## config.mk

```make
export PLATFORM = sky130hd
export DESIGN_NAME = alu_arbiter
export DESIGN_NICKNAME = d
export VERILOG_FILES = /design/src/rtl/alu_arbiter.sv
export SDC_FILE = /design/constraint.sdc
export NUM_CORES = 1
export LEC_CHECK = 0
export ABC_AREA = 0
export BUFFER_PORTS_ARGS = -buffer_cell sky130_fd_sc_hd__buf_4
export CAP_MARGIN = 20
export CORE_ASPECT_RATIO = 0.8
export CORE_MARGIN = 2
export CORE_UTILIZATION = 25
export CTS_CLUSTER_DIAMETER = 200
export DETAILED_ROUTE_END_ITERATION = 12
export PLACE_DENSITY_LB_ADDON = 0.25
export REMOVE_ABC_BUFFERS = 1
export SLEW_MARGIN = 10
export SYNTH_ARGS = -nofsm -noshare
export SYNTH_HDL_FRONTEND = slang
export SYNTH_SLANG_ARGS = --single-unit
export TNS_END_PERCENT = 10
```

## constraint.sdc

```tcl
create_clock -name i_clk -period 1.91 [get_ports i_clk]
set_input_delay 0.382 -clock i_clk [delete_from_list [all_inputs] [get_ports i_clk]]
set_output_delay 0.382 -clock i_clk [all_outputs]
set_load 0.05 [all_outputs]
```

## src/rtl/alu_arbiter.sv

```systemverilog
// -----------------------------------------------------------------------------
// alu_arbiter
//
// Two-requester front end for one shared 8-bit ALU. A round-robin arbiter
// accepts one request at a time. The accepted operands are held on the ALU
// ports for HOLD_CYCLES cycles. On the last of those cycles the ALU result is
// registered and then presented on a valid/ready response port. Divide or
// modulo by zero is answered straight away with an error response, and the
// ALU is not used for it.
//
// Parameters
//   HOLD_CYCLES   1..15  cycles the operands stay on the ALU before capture
//
// Ports
//   i_clk         rising-edge clock
//   i_rst_n       asynchronous active-low reset
//   i_req_valid   [1:0]  per-requester request valid
//   o_req_ready   [1:0]  per-requester accept (one-hot or zero, IDLE only)
//   i_req_op      [13:0] op code per requester, requester k at [7k+6:7k]
//   i_req_a/b     [15:0] operands per requester, requester k at [8k+7:8k]
//   i_req_signed  [1:0]  signed-overflow select per requester
//   o_alu_A/B     [7:0]  operands to the shared ALU
//   o_alu_op      [6:0]  op code to the shared ALU
//   o_alu_signed         signed select to the shared ALU
//   i_alu_G       [7:0]  ALU result
//   i_alu_flags   [5:0]  {carry_out, equal, less_than, zero, one, overflow}
//   o_rsp_valid / i_rsp_ready   response handshake
//   o_rsp_id             requester that owns the response
//   o_rsp_G       [7:0]  registered result
//   o_rsp_flags   [5:0]  registered flags, same order as i_alu_flags
//   o_rsp_err            divide or modulo by zero
// -----------------------------------------------------------------------------

`ifndef MATH_ADD
`define MATH_ADD 7'h00
`endif
`ifndef MATH_SUB
`define MATH_SUB 7'h01
`endif
`ifndef MATH_MUL
`define MATH_MUL 7'h02
`endif
`ifndef MATH_DIV
`define MATH_DIV 7'h03
`endif
`ifndef MATH_MOD
`define MATH_MOD 7'h04
`endif
`ifndef MATH_AND
`define MATH_AND 7'h05
`endif
`ifndef MATH_OR
`define MATH_OR 7'h06
`endif
`ifndef MATH_XOR
`define MATH_XOR 7'h07
`endif

module alu_arbiter #(
  parameter int HOLD_CYCLES = 1
) (
  input  logic        i_clk,
  input  logic        i_rst_n,
  input  logic [1:0]  i_req_valid,
  output logic [1:0]  o_req_ready,
  input  logic [13:0] i_req_op,
  input  logic [15:0] i_req_a,
  input  logic [15:0] i_req_b,
  input  logic [1:0]  i_req_signed,
  output logic [7:0]  o_alu_A,
  output logic [7:0]  o_alu_B,
  output logic [6:0]  o_alu_op,
  output logic        o_alu_signed,
  input  logic [7:0]  i_alu_G,
  input  logic [5:0]  i_alu_flags,
  output logic        o_rsp_valid,
  input  logic        i_rsp_ready,
  output logic        o_rsp_id,
  output logic [7:0]  o_rsp_G,
  output logic [5:0]  o_rsp_flags,
  output logic        o_rsp_err
);

  localparam int DATA_W = 8;
  localparam int OP_W   = 7;
  localparam int FLAG_W = 6;

  // Reload value of the 4-bit hold counter: it counts HOLD_CYCLES-1 down to 0.
  localparam logic [3:0] HOLD_LOAD = 4'(HOLD_CYCLES - 1);

  typedef enum logic [1:0] {
    IDLE = 2'd0,
    EXEC = 2'd1,
    RESP = 2'd2
  } state_t;

  state_t            state_q;
  state_t            state_d;
  logic              rr_pri_q;     // requester favoured when both are valid
  logic [3:0]        hold_cnt_q;

  logic [1:0]        grant;
  logic              hs;
  logic              hs_id;
  logic [OP_W-1:0]   sel_op;
  logic [DATA_W-1:0] sel_a;
  logic [DATA_W-1:0] sel_b;
  logic              sel_signed;
  logic              div0;
  logic              exec_done;

  logic [DATA_W-1:0] alu_a_p0;
  logic [DATA_W-1:0] alu_b_p0;
  logic [OP_W-1:0]   alu_op_p0;
  logic              alu_signed_p0;

  logic              rsp_id_p1;
  logic [DATA_W-1:0] rsp_g_p1;
  logic [FLAG_W-1:0] rsp_flags_p1;
  logic              rsp_err_p1;
  logic              vld_p1;

  // Arbitration: a lone valid requester always wins. When both are valid the
  // requester that did not win last time wins. Ready is only offered in IDLE,
  // so a handshake can never overlap an operation in flight.
  always_comb begin
    grant = 2'b00;
    if (state_q == IDLE) begin
      case (i_req_valid)
        2'b01:   grant = 2'b01;
        2'b10:   grant = 2'b10;
        2'b11:   grant = rr_pri_q ? 2'b10 : 2'b01;
        default: grant = 2'b00;
      endcase
    end
  end

  assign o_req_ready = grant;
  assign hs          = |grant;
  assign hs_id       = grant[1];

  assign sel_op     = hs_id ? i_req_op[13:7] : i_req_op[6:0];
  assign sel_a      = hs_id ? i_req_a[15:8]  : i_req_a[7:0];
  assign sel_b      = hs_id ? i_req_b[15:8]  : i_req_b[7:0];
  assign sel_signed = hs_id ? i_req_signed[1] : i_req_signed[0];

  assign div0 = ((sel_op == `MATH_DIV) || (sel_op == `MATH_MOD)) &&
                (sel_b == '0);

  assign exec_done = (state_q == EXEC) && (hold_cnt_q == 4'd0);

  always_comb begin
    state_d = state_q;
    case (state_q)
      IDLE: begin
        if (hs) begin
          state_d = div0 ? RESP : EXEC;
        end
      end
      EXEC: begin
        if (hold_cnt_q == 4'd0) begin
          state_d = RESP;
        end
      end
      RESP: begin
        if (i_rsp_ready) begin
          state_d = IDLE;
        end
      end
      default: state_d = IDLE;
    endcase
  end

  always_ff @(posedge i_clk or negedge i_rst_n) begin
    if (!i_rst_n) begin
      state_q    <= IDLE;
      rr_pri_q   <= 1'b0;
      hold_cnt_q <= 4'd0;
    end else begin
      state_q <= state_d;
      if (hs) begin
        rr_pri_q   <= ~hs_id;
        hold_cnt_q <= HOLD_LOAD;
      end else if ((state_q == EXEC) && (hold_cnt_q != 4'd0)) begin
        hold_cnt_q <= hold_cnt_q - 4'd1;
      end
    end
  end

  // ---- stage p0: request capture, drives the shared ALU ----
  // A divide-by-zero request never reaches the ALU. The ALU ports therefore
  // keep the operands of the last real operation, and the ALU inputs do not
  // toggle for a request whose answer is already known.
  always_ff @(posedge i_clk or negedge i_rst_n) begin
    if (!i_rst_n) begin
      alu_a_p0      <= '0;
      alu_b_p0      <= '0;
      alu_op_p0     <= '0;
      alu_signed_p0 <= 1'b0;
    end else if (hs && !div0) begin
      alu_a_p0      <= sel_a;
      alu_b_p0      <= sel_b;
      alu_op_p0     <= sel_op;
      alu_signed_p0 <= sel_signed;
    end
  end

  assign o_alu_A      = alu_a_p0;
  assign o_alu_B      = alu_b_p0;
  assign o_alu_op     = alu_op_p0;
  assign o_alu_signed = alu_signed_p0;

  // ---- stage p1: response register, held until the consumer takes it ----
  always_ff @(posedge i_clk or negedge i_rst_n) begin
    if (!i_rst_n) begin
      rsp_id_p1    <= 1'b0;
      rsp_g_p1     <= '0;
      rsp_flags_p1 <= '0;
      rsp_err_p1   <= 1'b0;
    end else if (hs) begin
      rsp_id_p1 <= hs_id;
      if (div0) begin
        rsp_g_p1     <= '0;
        rsp_flags_p1 <= '0;
        rsp_err_p1   <= 1'b1;
      end
    end else if (exec_done) begin
      rsp_g_p1     <= i_alu_G;
      rsp_flags_p1 <= i_alu_flags;
      rsp_err_p1   <= 1'b0;
    end
  end

  assign vld_p1      = (state_q == RESP);
  assign o_rsp_valid = vld_p1;
  assign o_rsp_id    = rsp_id_p1;
  assign o_rsp_G     = rsp_g_p1;
  assign o_rsp_flags = rsp_flags_p1;
  assign o_rsp_err   = rsp_err_p1;

endmodule

```

==> flow_summary.yaml <==
setup_path:
  setup.worst_path.start_class: "register"
  cpMaxStageDelayCell: "dfrtp_1"
  slowest_delay_ns: 0.42
  path_class: "register to output port"
  crit_buf_inv: 2
  cp.arrival_ns: 1.48
  cp_max_fo: 5
  critPathTopFamily: "flip-flops"
  reg2regPathDepth: 7
  end_kind: "output port"
  cp.depth: 5
  cp.required_ns: 1.53
  path_cells: "nor2_4, buf_4, nand2_1, a21oi_2, buf_6"
timing:
  hold_viol: 0
  fin_crit_sh_pct: 97.5
  fmaxAchievable_mhz: 537
  tightest_slew_ns: 0.602
  slew_viol_final: 0
  fin_skew_ns: 0.00700
  fin_crit_ns: 1.86
  setup_viol: 0
  fin_hold_ws_ns: 0.113
  max-slew-margin-rel_pct: 59.9
  grt_setup_unrepaired: "yes"
die:
  start_util_pct: 25.4
  fp.dieW_um: 114
  core_area_sq_um: 9570
  dieArea_sq_um: 10500
  die_h_um: 92.2
  io_pins: 110
  rows: 32
global_routing:
  grt_usage_pct: 11.4
  grt_pass1_wl_mm: 9.60
  grt_overflow: 0
  antenna_found_initial: 0
  grt_pass1_vias: 1978
  grt_max_degree: 48
status:
  status: "complete, no violations"
layout:
  final_cell_mix: "116 x buf_4, 47 x dfrtp_1, 31 x nand2_1"
  drive_above_1_share_pct: 56.7
  antennaDiodeCount: 0
  ff_latch_area_sq_um: 1180
  area_growth_pct: 47.6
  final_common_cell: "buf_4"
  final_nets: 388
  multi_input_area_sq_um: 1160
  fillerInstances: 964
  fin_cells: 438
clock_network:
  cts_tree: "yes"
  clockRootBuffer: "clkbuf_16"
  clock_sinks: 47
  cts_made_buffers: 5
  clk_pin_slew_worst_paths_ns: 0.06
  clock_latency_ns: 0.28
  clk_path_buf_depth: 2
  htreeDepth: 2
synth:
  yosysWarnings: 0
  ys_types: 37
  synth_top_family_by_area: "multiplexers"
  synth-xor-area-share_pct: 1.08
  ys_ff_latch: 47
  syn_inst: 202
  avgSynthCellArea_sq_um: 12.0
  synth-compound-area-share_pct: 6.89
  synth_area_sq_um: 2430
  synth-simple-area-share_pct: 13.0
  synth_fa_ha_area_share_pct: 1.03
  seq_area_frac_synth_pct: 48.3
  synthMuxAreaShare_pct: 25.3
pwr:
  p_per_area_nw_per_um2: 1840
  p_leak_nw: 1.74
  total_power_mw: 6.62
  vdd_drop_max_mv: 0.807
placement:
  gp_congestion: 0.774
  portBuffers: 109
  dp_cells: 429
  place_hpwl_mm: 4.61
route:
  vias_per_cell: 4.33
  drt_drc_violations_left: 0
  wire_per_inst_um: 13.6
  postRouteAntennaNets: 0
  vias: 1897
  dr.first_iter.drc_count: 88
  drt_first_pass_iters: 4
  finalWirelength_mm: 5.97
flow_run:
  maxCapViolations: 0
hold_path:
  min_path_type: "input port to async pin"
routing by layer:
layer | vias to the layer above | share of wire (%) | global-route usage [%]
li1 | 935 | - | -
met1 | 879 | 48 | 14.9
met2 | 83 | 44 | 18.8
met3 | 0 | 8.0 | 3.83
met4 | 0 | 0 | 1.32
met5 | - | 0 | 0
repair_timing:
item                                    CTS  global route
endpoints found under the setup margin    2             1
buffers inserted                          0             2
resized for setup                         1             2
hold buffers                              0             0
pin swaps                                 0             1
cells in the mapped netlist:
master     count  share of area (%)
xor2_1         1               0.36
nor2_1         5               0.77
nor2_8         1               0.82
nand3_1        2               0.41
nand3b_1       1               0.31
nor4_1         7                1.8
or3b_2         1               0.36
o2111ai_1      1               0.36
xnor2_1        2               0.72
mux2_2        28                 13
and3b_1        1               0.36
clkbuf_1       4               0.62
o21ai_0        7                1.4
nor2_4         1               0.46
a32oi_1        1               0.36
nand2_1       31                4.8
ha_1           2                1.0
dfrtp_1       47                 48
nand2b_1       1               0.26
nor2b_1        2               0.51
nand3_2        1               0.41
nor3b_1        2               0.62
mux2_4        20                 12
a21oi_1        3               0.62
a21o_1         1               0.31
inv_1          5               0.77
o21ai_1       10                2.1
o21a_1         1               0.31
buf_6          2               0.93
a31oi_1        1               0.26
and2_1         2               0.51
buf_2          2               0.41
buf_12         2                1.6
or3b_1         1               0.36
a2bb2o_4       1               0.82
and3_1         1               0.26
a211o_1        1               0.36
cell families (layout without fill, tap and decap cells):
logic type,after synthesis,count (layout)
adder cells (fa/ha/maj),2,2
multiplexers,48,48
buffers and inverters,15,132
flip-flops,47,47
AO/OA/AOI/OAI,27,27
XOR/XNOR,3,3
AND/OR/NAND/NOR,60,60
sequential cells by signal, summed over array words and instances, names as in the netlist:
| register | flops |
|---|---|
| o_alu_A | 8 |
| o_alu_B | 8 |
| o_rsp_G | 8 |
| o_alu_op | 7 |
| o_rsp_flags | 6 |
| hold_cnt_q | 4 |
| state_q | 2 |
| o_alu_signed | 1 |
| o_rsp_err | 1 |
| o_rsp_id | 1 |
| rr_pri_q | 1 |
power breakdown:
part           switching, mW  internal [mW]  leakage [nW]
sequential             0.280           1.46         0.571
combinational           2.46           1.58          1.10
clock                  0.339          0.511        0.0727
metrics by stage:
step	utilization (%)	worst slack, ns	instance area, sq um	setup TNS [ns]
global placement	35.7	-0.0525	3420	-1.57
floorplan	-	0.0479	2350	0
detailed placement	35.7	-0.0645	3420	-1.51
global route	37.5	-0.0491	3590	-0.0910
finish	37.5	0.0487	3590	0
CTS	37.3	-0.0212	3570	-0.0212
worst paths after layout:
path,slack [ns],endpoint,from
max in group asynchronous,1.39,o_alu_B[1],i_rst_n
max reg2reg,0.07,o_alu_A[0],state_q[1]
min in group i_clk,0.30,o_rsp_flags[0],i_alu_flags[0]
min reg2reg,0.47,o_rsp_err,o_rsp_err
min,0.11,o_rsp_flags[0],i_rst_n
max,0.05,o_req_ready[0],state_q[1]
area by class of cell:
class                           instances  share of cell area [%]
Clock inverter                          1                   0.139
Sequential cell                        47                    32.7
Timing Repair Buffer                  120                    26.2
Tap cell                              119                    4.14
Inverter                                5                   0.522
Clock buffer                            6                    3.87
Multi-Input combinational cell        140                    32.4
(Power assumes the default switching activity.)
